===== config.mk =====
export PLATFORM = sky130hd
export DESIGN_NAME = msg_decrypter
export DESIGN_NICKNAME = d
export VERILOG_FILES = /design/src/rtl/msg_decrypter.sv
export SDC_FILE = /design/constraint.sdc
export NUM_CORES = 1
export LEC_CHECK = 0
export ABC_AREA = 0
export CORE_MARGIN = 8
export CORE_UTILIZATION = 50
export CTS_CLUSTER_SIZE = 8
export DETAILED_ROUTE_END_ITERATION = 16
export GPL_TIMING_DRIVEN = 0
export PLACE_DENSITY_LB_ADDON = 0.08
export SYNTH_ARGS = -nofsm -noshare
export SYNTH_HDL_FRONTEND = slang
export SYNTH_SLANG_ARGS = --single-unit

===== constraint.sdc =====
create_clock -name clk -period 5.3 [get_ports clk]
set_input_delay 0.795 -clock clk [delete_from_list [all_inputs] [get_ports clk]]
set_output_delay 0.795 -clock clk [all_outputs]
set_load 0.02 [all_outputs]

===== src/rtl/msg_decrypter.sv =====
// msg_decrypter: recovers an LFSR-scrambled 64-byte message held in mem[64..127].
// The tap polynomial is found by matching the known all-space preamble, then each
// byte is unscrambled and written to mem[0..63].
// Build option: define DEC_STRIP_PREAMBLE_EN to drop the leading spaces and pad the tail.
module msg_decrypter (
   input  logic       clk,
   input  logic       init,
   input  logic       req,
   output logic       ack,
   output logic       err,
   output logic [7:0] mem_raddr,
   input  logic [7:0] mem_rdata,
   output logic       mem_wen,
   output logic [7:0] mem_waddr,
   output logic [7:0] mem_wdata
);

   typedef enum logic [2:0] {
      S_IDLE,
      S_LOAD,
      S_SEARCH,
      S_DECRYPT,
`ifdef DEC_STRIP_PREAMBLE_EN
      S_PAD,
`endif
      S_DONE
   } state_t;

   function automatic logic [6:0] lfsr_step(input logic [6:0] s, input logic [6:0] t);
      return {s[5:0], ^(s & t)};
   endfunction

   function automatic logic [6:0] tap_of(input logic [3:0] idx);
      case (idx)
         4'd0:    return 7'h60;
         4'd1:    return 7'h48;
         4'd2:    return 7'h78;
         4'd3:    return 7'h72;
         4'd4:    return 7'h6A;
         4'd5:    return 7'h69;
         4'd6:    return 7'h5C;
         4'd7:    return 7'h7E;
         default: return 7'h7B;
      endcase
   endfunction

   state_t     state, state_nx;
   logic [6:0] rd_cnt;     // reads issued in the current phase
   logic [6:0] rx_cnt;     // read bytes consumed in the current phase
   logic       rd_vld;     // mem_raddr carries a live request this cycle
   logic       rx_vld;     // mem_rdata carries a requested byte this cycle
   logic [6:0] ld_buf [10];
   logic [3:0] tap_idx;
   logic [6:0] tap_q;
   logic [6:0] lfsr_q;
   logic [6:0] wr_ptr;
   logic       err_q;
   logic       issue;
   logic       tap_match;
   logic       seed_zero;
   logic [6:0] cand_tap;
   logic [6:0] probe;
   logic [7:0] plain;
   logic       keep;
   logic       dec_wr;
   logic       unused_rdata_msb;

   assign unused_rdata_msb = mem_rdata[7];
   assign cand_tap  = tap_of(tap_idx);
   assign seed_zero = (ld_buf[0] == 7'h00);
   assign issue     = ((state == S_LOAD)    && (rd_cnt < 7'd10)) ||
                      ((state == S_DECRYPT) && (rd_cnt < 7'd64));
   assign plain     = {1'b0, mem_rdata[6:0] ^ lfsr_q} + 8'h20;
   assign dec_wr    = (state == S_DECRYPT) && rx_vld && keep;

`ifdef DEC_STRIP_PREAMBLE_EN
   logic started_q;
   logic pad_wr;
   assign keep   = started_q || (plain != 8'h20);
   assign pad_wr = (state == S_PAD) && !wr_ptr[6];
`else
   assign keep   = 1'b1;
`endif

   // Candidate tap check: step the seed nine times and compare against the preamble buffer
   always_comb begin
      probe     = ld_buf[0];
      tap_match = 1'b1;
      for (int unsigned k = 1; k < 10; k++) begin
         probe = lfsr_step(probe, cand_tap);
         if (probe != ld_buf[k]) tap_match = 1'b0;
      end
   end

   // State register
   always_ff @(posedge clk) begin
      if (init) state <= S_IDLE;
      else      state <= state_nx;
   end

   // Next-state logic
   always_comb begin
      state_nx = state;
      case (state)
         S_IDLE:    if (!req) state_nx = S_LOAD;
         S_LOAD:    if (rx_vld && (rx_cnt == 7'd9)) state_nx = S_SEARCH;
         S_SEARCH: begin
            if (seed_zero)              state_nx = S_DONE;
            else if (tap_match)         state_nx = S_DECRYPT;
            else if (tap_idx == 4'd8)   state_nx = S_DONE;
         end
         S_DECRYPT: begin
            if (rx_vld && (rx_cnt == 7'd63)) begin
`ifdef DEC_STRIP_PREAMBLE_EN
               state_nx = S_PAD;
`else
               state_nx = S_DONE;
`endif
            end
         end
`ifdef DEC_STRIP_PREAMBLE_EN
         S_PAD:     if (wr_ptr >= 7'd63) state_nx = S_DONE;
`endif
         S_DONE:    if (req) state_nx = S_IDLE;
         default:   state_nx = S_IDLE;
      endcase
   end

   // Datapath: read pipeline, preamble buffer, tap search and keystream
   always_ff @(posedge clk) begin
      if (init) begin
         rd_cnt    <= '0;
         rx_cnt    <= '0;
         rd_vld    <= 1'b0;
         rx_vld    <= 1'b0;
         mem_raddr <= '0;
         tap_idx   <= '0;
         tap_q     <= '0;
         lfsr_q    <= '0;
         wr_ptr    <= '0;
         err_q     <= 1'b0;
         for (int unsigned i = 0; i < 10; i++) ld_buf[i] <= '0;
`ifdef DEC_STRIP_PREAMBLE_EN
         started_q <= 1'b0;
`endif
      end else begin
         rd_vld <= issue;
         rx_vld <= rd_vld;
         if (issue) begin
            mem_raddr <= 8'd64 + {1'b0, rd_cnt};
            rd_cnt    <= rd_cnt + 7'd1;
         end
         case (state)
            S_IDLE: begin
               rd_cnt  <= '0;
               rx_cnt  <= '0;
               tap_idx <= '0;
               wr_ptr  <= '0;
               err_q   <= 1'b0;
`ifdef DEC_STRIP_PREAMBLE_EN
               started_q <= 1'b0;
`endif
            end
            S_LOAD: begin
               if (rx_vld) begin
                  ld_buf[rx_cnt[3:0]] <= mem_rdata[6:0];
                  rx_cnt              <= rx_cnt + 7'd1;
               end
            end
            S_SEARCH: begin
               rd_cnt  <= '0;
               rx_cnt  <= '0;
               tap_idx <= tap_idx + 4'd1;
               tap_q   <= cand_tap;
               lfsr_q  <= ld_buf[0];
               if (seed_zero || (!tap_match && (tap_idx == 4'd8))) err_q <= 1'b1;
            end
            S_DECRYPT: begin
               if (rx_vld) begin
                  rx_cnt <= rx_cnt + 7'd1;
                  lfsr_q <= lfsr_step(lfsr_q, tap_q);
                  if (keep) wr_ptr <= wr_ptr + 7'd1;
`ifdef DEC_STRIP_PREAMBLE_EN
                  if (keep) started_q <= 1'b1;
`endif
               end
            end
`ifdef DEC_STRIP_PREAMBLE_EN
            S_PAD: if (pad_wr) wr_ptr <= wr_ptr + 7'd1;
`endif
            default: ;
         endcase
      end
   end

   // Outputs; the write port is combinational so the last byte lands on the edge that leaves the phase
   always_comb begin
      ack       = (state == S_DONE);
      err       = err_q && (state == S_DONE);
      mem_wen   = 1'b0;
      mem_waddr = '0;
      mem_wdata = '0;
      if (!init) begin
         if (dec_wr) begin
            mem_wen   = 1'b1;
            mem_waddr = {1'b0, wr_ptr};
            mem_wdata = plain;
         end
`ifdef DEC_STRIP_PREAMBLE_EN
         if (pad_wr) begin
            mem_wen   = 1'b1;
            mem_waddr = {1'b0, wr_ptr};
            mem_wdata = 8'h20;
         end
`endif
      end
   end

endmodule

Word-level counts from Yosys, hierarchy flattened
Memory sizes are Yosys's and may differ from the RTL's. A register that Yosys moved wholly into a read port is not among the register bits.
Index checks and enable logic that the tools add are counted.
{"block": "totals", "regBits": 53, "mem_bits_rw": 70, "mem_bits_ro": 48, "inputBits": 11, "out_inout_bits": 27, "elab_cells": 135, "mem_count": 2}
{"name": "ld_buf", "words": 10, "width": 7, "rd": 10, "rd_ports_with_merged_regs": 0, "write_ports": 10, "line_no": "52", "source": "logic [6:0] ld_buf [10];"}
{"name": "(no name shown)", "words": 8, "width": 6, "rd": 1, "rd_ports_with_merged_regs": 1, "write_ports": 0, "line_no": "34", "source": "case (idx)"}
{"block": "classes", "n_addsub": 6, "n_lt_le_gt_ge": 2, "n_eq_ne": 24, "mux": 44, "bitwise": 11, "reduce_logical": 35}
{"op": "$and A7 B7 Y7", "n": 10}
{"op": "$reduce_xor A7 Y1", "n": 10}
{"op": "$ne A7 B7 Y1", "n": 9}
{"op": "$mux W7", "n": 7}
{"op": "$pmux W7 S2", "n": 3}
{"op": "$mux W3", "n": 9}
{"op": "$add A7 B1 Y7 const B", "n": 3}
{"op": "$mux W1", "n": 19}
{"op": "$mux W8", "n": 2}
{"op": "$pmux W3 S5", "n": 1}
{"op": "$add A7 B6 Y8 const B", "n": 1}
{"op": "$add A7 B7 Y8 const A", "n": 1}
{"op": "$ne A2 B2 Y1 const B", "n": 4}
{"op": "$pmux W4 S2", "n": 1}
{"op": "$reduce_and A2 Y1", "n": 4}
{"op": "$reduce_bool A2 Y1", "n": 4}
{"op": "$eq A7 B4 Y1 const B", "n": 1}
{"op": "$eq A7 B6 Y1 const B", "n": 1}
{"op": "$logic_and A1 B1 Y1", "n": 7}
{"op": "$logic_not A7 Y1", "n": 1}
{"op": "$lt A7 B4 Y1 const B", "n": 1}
{"op": "$lt A7 B7 Y1 const B", "n": 1}
{"op": "$reduce_or A7 Y1", "n": 1}
{"op": "$xor A7 B7 Y7", "n": 1}
{"op": "other kinds (15)", "n": 20}

Depth between registers and ports, before layout
{"block": "logic_depth", "word_depth": 26, "ltp_mapped": 22, "mapped_depth_nobuf": 18}

Worst setup path after synthesis
OpenSTA, ideal clock, no wires.
{"block": "synth_timing", "path_type": "register to register", "start": "register tap_idx[3]", "end": "register state[2]", "setup_time_ps": 117, "arrival_time_ps": 4399, "path_slack_ps": 784, "path_stages_with_launch": 20, "path_buffers": 2, "synth_period_minus_slack_ps": 4516, "cell_sequence": "dfxtp_1 buf_6 or2_1 buf_6 a32oi_2 xor3_2 and3_1 o221ai_1 or2b_1 o211ai_1 nand3_2 xnor2_4 xnor2_2 o21ai_1 xor2_1 or4_1 a221oi_2 nand4_1 o21a_1 a32o_1"}
{"block": "synth_between", "elab_chain_len": 24}
{"item": "start, declared", "line_no": "53", "source": "logic [3:0] tap_idx;"}
{"item": "start signal, assigned", "line_no": "173", "source": "tap_idx <= tap_idx + 4'd1;"}
{"item": "$mux W7", "line_no": "34"}
{"item": "$and A7 B7 Y7", "line_no": "30", "source": "return {s[5:0], ^(s & t)};"}
{"item": "$reduce_xor A7 Y1", "line_no": "30"}
{"item": "$and A7 B7 Y7", "line_no": "30"}
{"item": "$reduce_xor A7 Y1", "line_no": "30"}
{"item": "$and A7 B7 Y7", "line_no": "30"}
{"item": "$reduce_xor A7 Y1", "line_no": "30"}
{"item": "$and A7 B7 Y7", "line_no": "30"}
{"item": "[... 8 more ...]"}
{"item": "$reduce_xor A7 Y1", "line_no": "30"}
{"item": "$and A7 B7 Y7", "line_no": "30"}
{"item": "$reduce_xor A7 Y1", "line_no": "30"}
{"item": "$ne A7 B7 Y1", "line_no": "91", "source": "if (probe != ld_buf[k]) tap_match = 1'b0;"}
{"item": "$mux W1", "line_no": "91"}
{"item": "$mux W3", "line_no": "109", "source": "else if (tap_match) state_nx = S_DECRYPT;"}
{"item": "$mux W3", "line_no": "108", "source": "if (seed_zero) state_nx = S_DONE;"}
{"item": "$pmux W3 S5", "line_no": "104", "source": "case (state)"}
{"item": "end signal, assigned", "line_no": "98", "source": "else state <= state_nx;"}
{"item": "end, declared", "line_no": "47", "source": "state_t state, state_nx;"}
Parallel ways exist; a longest one is shown, timed or not.
A chain may end at the register's enable or synchronous reset.

==> impl_metrics.ini <==
[status]
status = completed

[synth]
synth_cell_types = 89
syn_avg_cell_area_um2 = 8.85
synth-edff-count = 70
synthesis.area_um2 = 7750
async_flop_share_pct = 0
ys_seq_elements = 129
ys.flop_type = edfxtp_1
synth_cells = 876
ys_seq_area_share_pct = 42.3
ys_warn_count = 0
synth_nets = 897

[grt]
grt_pass1_vias = 6779
grt-busiest-layer = met2
grt_max_degree = 17
antenna_found_initial = 0
use_met2_pct = 39.4
grt_pass1_wl_um = 36100
grt.met3_usage_pct = 4.38
use_met1_pct = 28.4
track_usage_pct = 23.2
globalRouteOverflowTotal = 0

[cells_and_area]
syn2layout_area_growth_pct = 18.7
final_nets = 960
nFillCells = 1380
instances_no_fill = 1140
drive_above_1_share_pct = 12.8
n_antenna_cell = 0

[worst_setup_path]
r2r_start = ld_buf[0][3]
critical_path.max_stage_delay_ns = 0.49
path_delay_family = compound AO/OA/AOI/OAI gates
cp-start-kind = register
end_kind = register
critical_path_class = reg2reg
worstPathRequired_ns = 5.61
crit_chain = buf_2 -> o21a_1 -> o221ai_1 -> xor2_1 -> xnor2_2 -> nor2_1 -> o21a_1 -> a211o_1 -> clkbuf_2 -> or3_1 -> o2111ai_1 -> o211ai_1 -> a21boi_2 -> nor3_1 -> or2_1 -> xnor2_1 -> mux2i_1 -> nand4_1 -> o21a_1 -> a32o_1
cp.arrival_ns = 5.46
crit_top_cell = o21a_1
path_buf_inv = 2
crit_start = ld_buf[0][3]
critPathSlowestCell = xnor2_2
worstPathMaxFanout = 10

[run]
max-cap-violations = 0

[timing]
slew_violations = 0
setup_viol = 0
slew_headroom_pct = 14.7
tightest_slew_ns = 1.27
max_freq_mhz = 194
period_share_pct = 97.1
tns_ns = 0
period_needed_ns = 5.14
clock_skew_ns = 0.00851
hold_violations = 0
whs_ns = 0.438

[routing]
drt_iter0_markers = 707
viasPerCell = 6.14
via_count = 7004
wire_per_inst_um = 20.2
drc = 0
drt_pre_antenna_iters = 6
drtAntennaViolNets = 0
routed_wl_um = 23100

[pwr]
ir_drop_mv = 0.258
swShare_pct = 32.9
p_per_area_nw_per_um2 = 348
p_leak_nw = 3.29
internal_power_w = 0.00215
switching_power_w = 0.00105
p_clk_share_pct = 37.3
combPwrFrac_pct = 26.5
power.share.sequential_pct = 36.3

[min_path]
holdCritStartpoint = rd_vld
hold_path_class = reg2reg

[floorplan]
initial_core_util_pct = 51.0
die_h_um = 141
die_area_um2 = 19700
rows = 45
io_pins = 38
design.core.area_um2 = 15200
die_w_um = 141

[cts]
cts_root_buf = clkbuf_16
cts_buffers = 17
holdBufCountCts = 0
clkLatencyLatePin_ns = 0.42
clk_pin_slew_ns = 0.06
cts_tree = yes
htreeDepth = 4
clock_path_buffers = 2
cts_sinks = 129

[place]
port_buffers = 34
place_inst = 1098
hpwlAfterDp_um = 16800
gp_congestion = 0.882
==> worst register-to-register path, cell delays in order, from the launching register on <==
cell and delay [ns]:
edfxtp_1 0.47, buf_2 0.37, o21a_1 0.19, o221ai_1 0.13, xor2_1 0.19, xnor2_2 0.49, nor2_1 0.09, o21a_1 0.18
a211o_1 0.29, clkbuf_2 0.25, or3_1 0.42, o2111ai_1 0.11, o211ai_1 0.15, a21boi_2 0.21, nor3_1 0.09, or2_1 0.28
xnor2_1 0.21, mux2i_1 0.25, nand4_1 0.23, o21a_1 0.23, a32o_1 0.21
==> path summary, 6_finish.rpt <==
| path | endpoint | slack (ns) | cells past startpoint |
|---|---|---|---|
| worst max register to register | state[2] | 0.16 | 20 |
| worst min register to register | rx_vld | 0.44 | 1 |
| worst min-delay path | rx_vld | 0.44 | 1 |
| worst max-delay path | state[2] | 0.16 | 20 |
==> repair_timing <==
item / in CTS / in global routing
gates resized for setup: 5 / 38
hold endpoints to repair: 0 / 0
cloned: 0 / 0
pin swaps: 1 / 9
endpoints found under the setup margin: 4 / 4
setup buffers: 0 / 11
==> state kept, by name, indices dropped and copies added, names as in the netlist, named ones only <==
name	cells
rx_cnt	7
tap_idx	4
rd_vld	1
rx_vld	1
state	3
err_q	1
rd_cnt	7
mem_raddr	8
tap_q	7
lfsr_q	7
ld_buf	70
wr_ptr	7
==> per-stage QoR <==
| stage | util, % | setup WS, ns | power, W | area, um2 |
|---|---|---|---|---|
| floorplan | - | 0.784 | 0.00175 | 7750 |
| global placement | 54.8 | -0.383 | 0.00193 | 8330 |
| detailed placement | 54.8 | -0.414 | 0.00195 | 8330 |
| CTS | 58.9 | 0.00635 | 0.00314 | 8950 |
| global route | 60.5 | -0.00514 | 0.00333 | 9200 |
| finish | 60.5 | 0.156 | 0.00320 | 9200 |
==> power by group through the flow <==
stage	registers (W)	logic (W)	clock network, W
after floorplan	0.00116	0.000590	0
after global placement	0.00118	0.000755	0
after detailed placement	0.00118	0.000773	0
after CTS	0.00116	0.000783	0.00120
after global routing	0.00117	0.000919	0.00124
final	0.00116	0.000847	0.00119
==> cell usage in the layout (no fill, tap or decap), types with 8 or more instances in the layout <==
master,n
edfxtp_1,70
clkdlybuf4s50_1,34
nand3b_1,8
buf_4,14
xnor2_1,40
ha_1,10
nor3_1,21
mux2i_1,12
nor2_1,154
dfxtp_1,58
nor4_1,11
inv_1,18
nand4_1,19
and2_1,19
o21ai_0,33
and3_1,11
clkbuf_1,30
a21oi_1,43
clkbuf_16,17
nand3_1,21
xor2_1,15
nand2_1,79
==> synthesized netlist by cell type, types with 4 or more instances <==
master      n  area share [%]
nand2b_1    7            0.56
or2_2       7            0.56
o21ai_0    33             2.1
nor2b_1     7            0.56
nor2_1    154             7.5
a311oi_1    4            0.45
o211ai_1    7            0.68
o21ai_1     6            0.39
buf_6       5            0.73
or3_1       4            0.32
mux2i_1    12             1.5
nand3b_1    8            0.77
nand2_1    81             3.9
ha_1       10             1.6
nor4_1     12            0.97
inv_1      18            0.87
or2_1       4            0.32
nor3_1     22             1.4
or4_1       5            0.48
nand4_1    19             1.5
a211oi_1    7            0.68
edfxtp_1   70              27
xor2_1     16             1.8
and3_1     11            0.89
o21a_1      7            0.68
and2_1     19             1.5
clkbuf_1   35             1.7
buf_2       9            0.58
o22ai_1     7            0.56
dfxtp_1    59              15
xnor2_1    43             4.9
a21oi_1    45             2.9
a21o_1      7            0.68
nand3_1    21             1.4
a31oi_1     7            0.56
==> per-layer routing <==
layer / vias to the layer above / wire length (um)
li1: 3263 / -
met1: 3377 / 9700
met2: 311 / 11100
met3: 53 / 1580
met4: 0 / 726
met5: - / 0
==> logic make-up after synthesis <==
kind of cell / count (synthesis) / synth area share [%]
simple gates: 403 / 25.5
compound gates: 182 / 16.1
flops: 129 / 42.3
buf+inv: 72 / 4.21
xor+xnor: 65 / 8.38
mux: 14 / 1.84
fa+ha+maj: 10 / 1.61
other cells: 1 / 0.0484
==> area by class of cell <==
type	instances	area [um2]	area share [%]
Buffer	53	269	2.92
Clock buffer	17	425	4.62
Clock inverter	15	176	1.92
Inverter	18	67.6	0.734
Multi-Input combinational cell	675	4320	46.9
Sequential cell	129	3280	35.7
Tap cell	188	235	2.56
Timing Repair Buffer	45	423	4.60
Power figures use the tool's default switching activity.
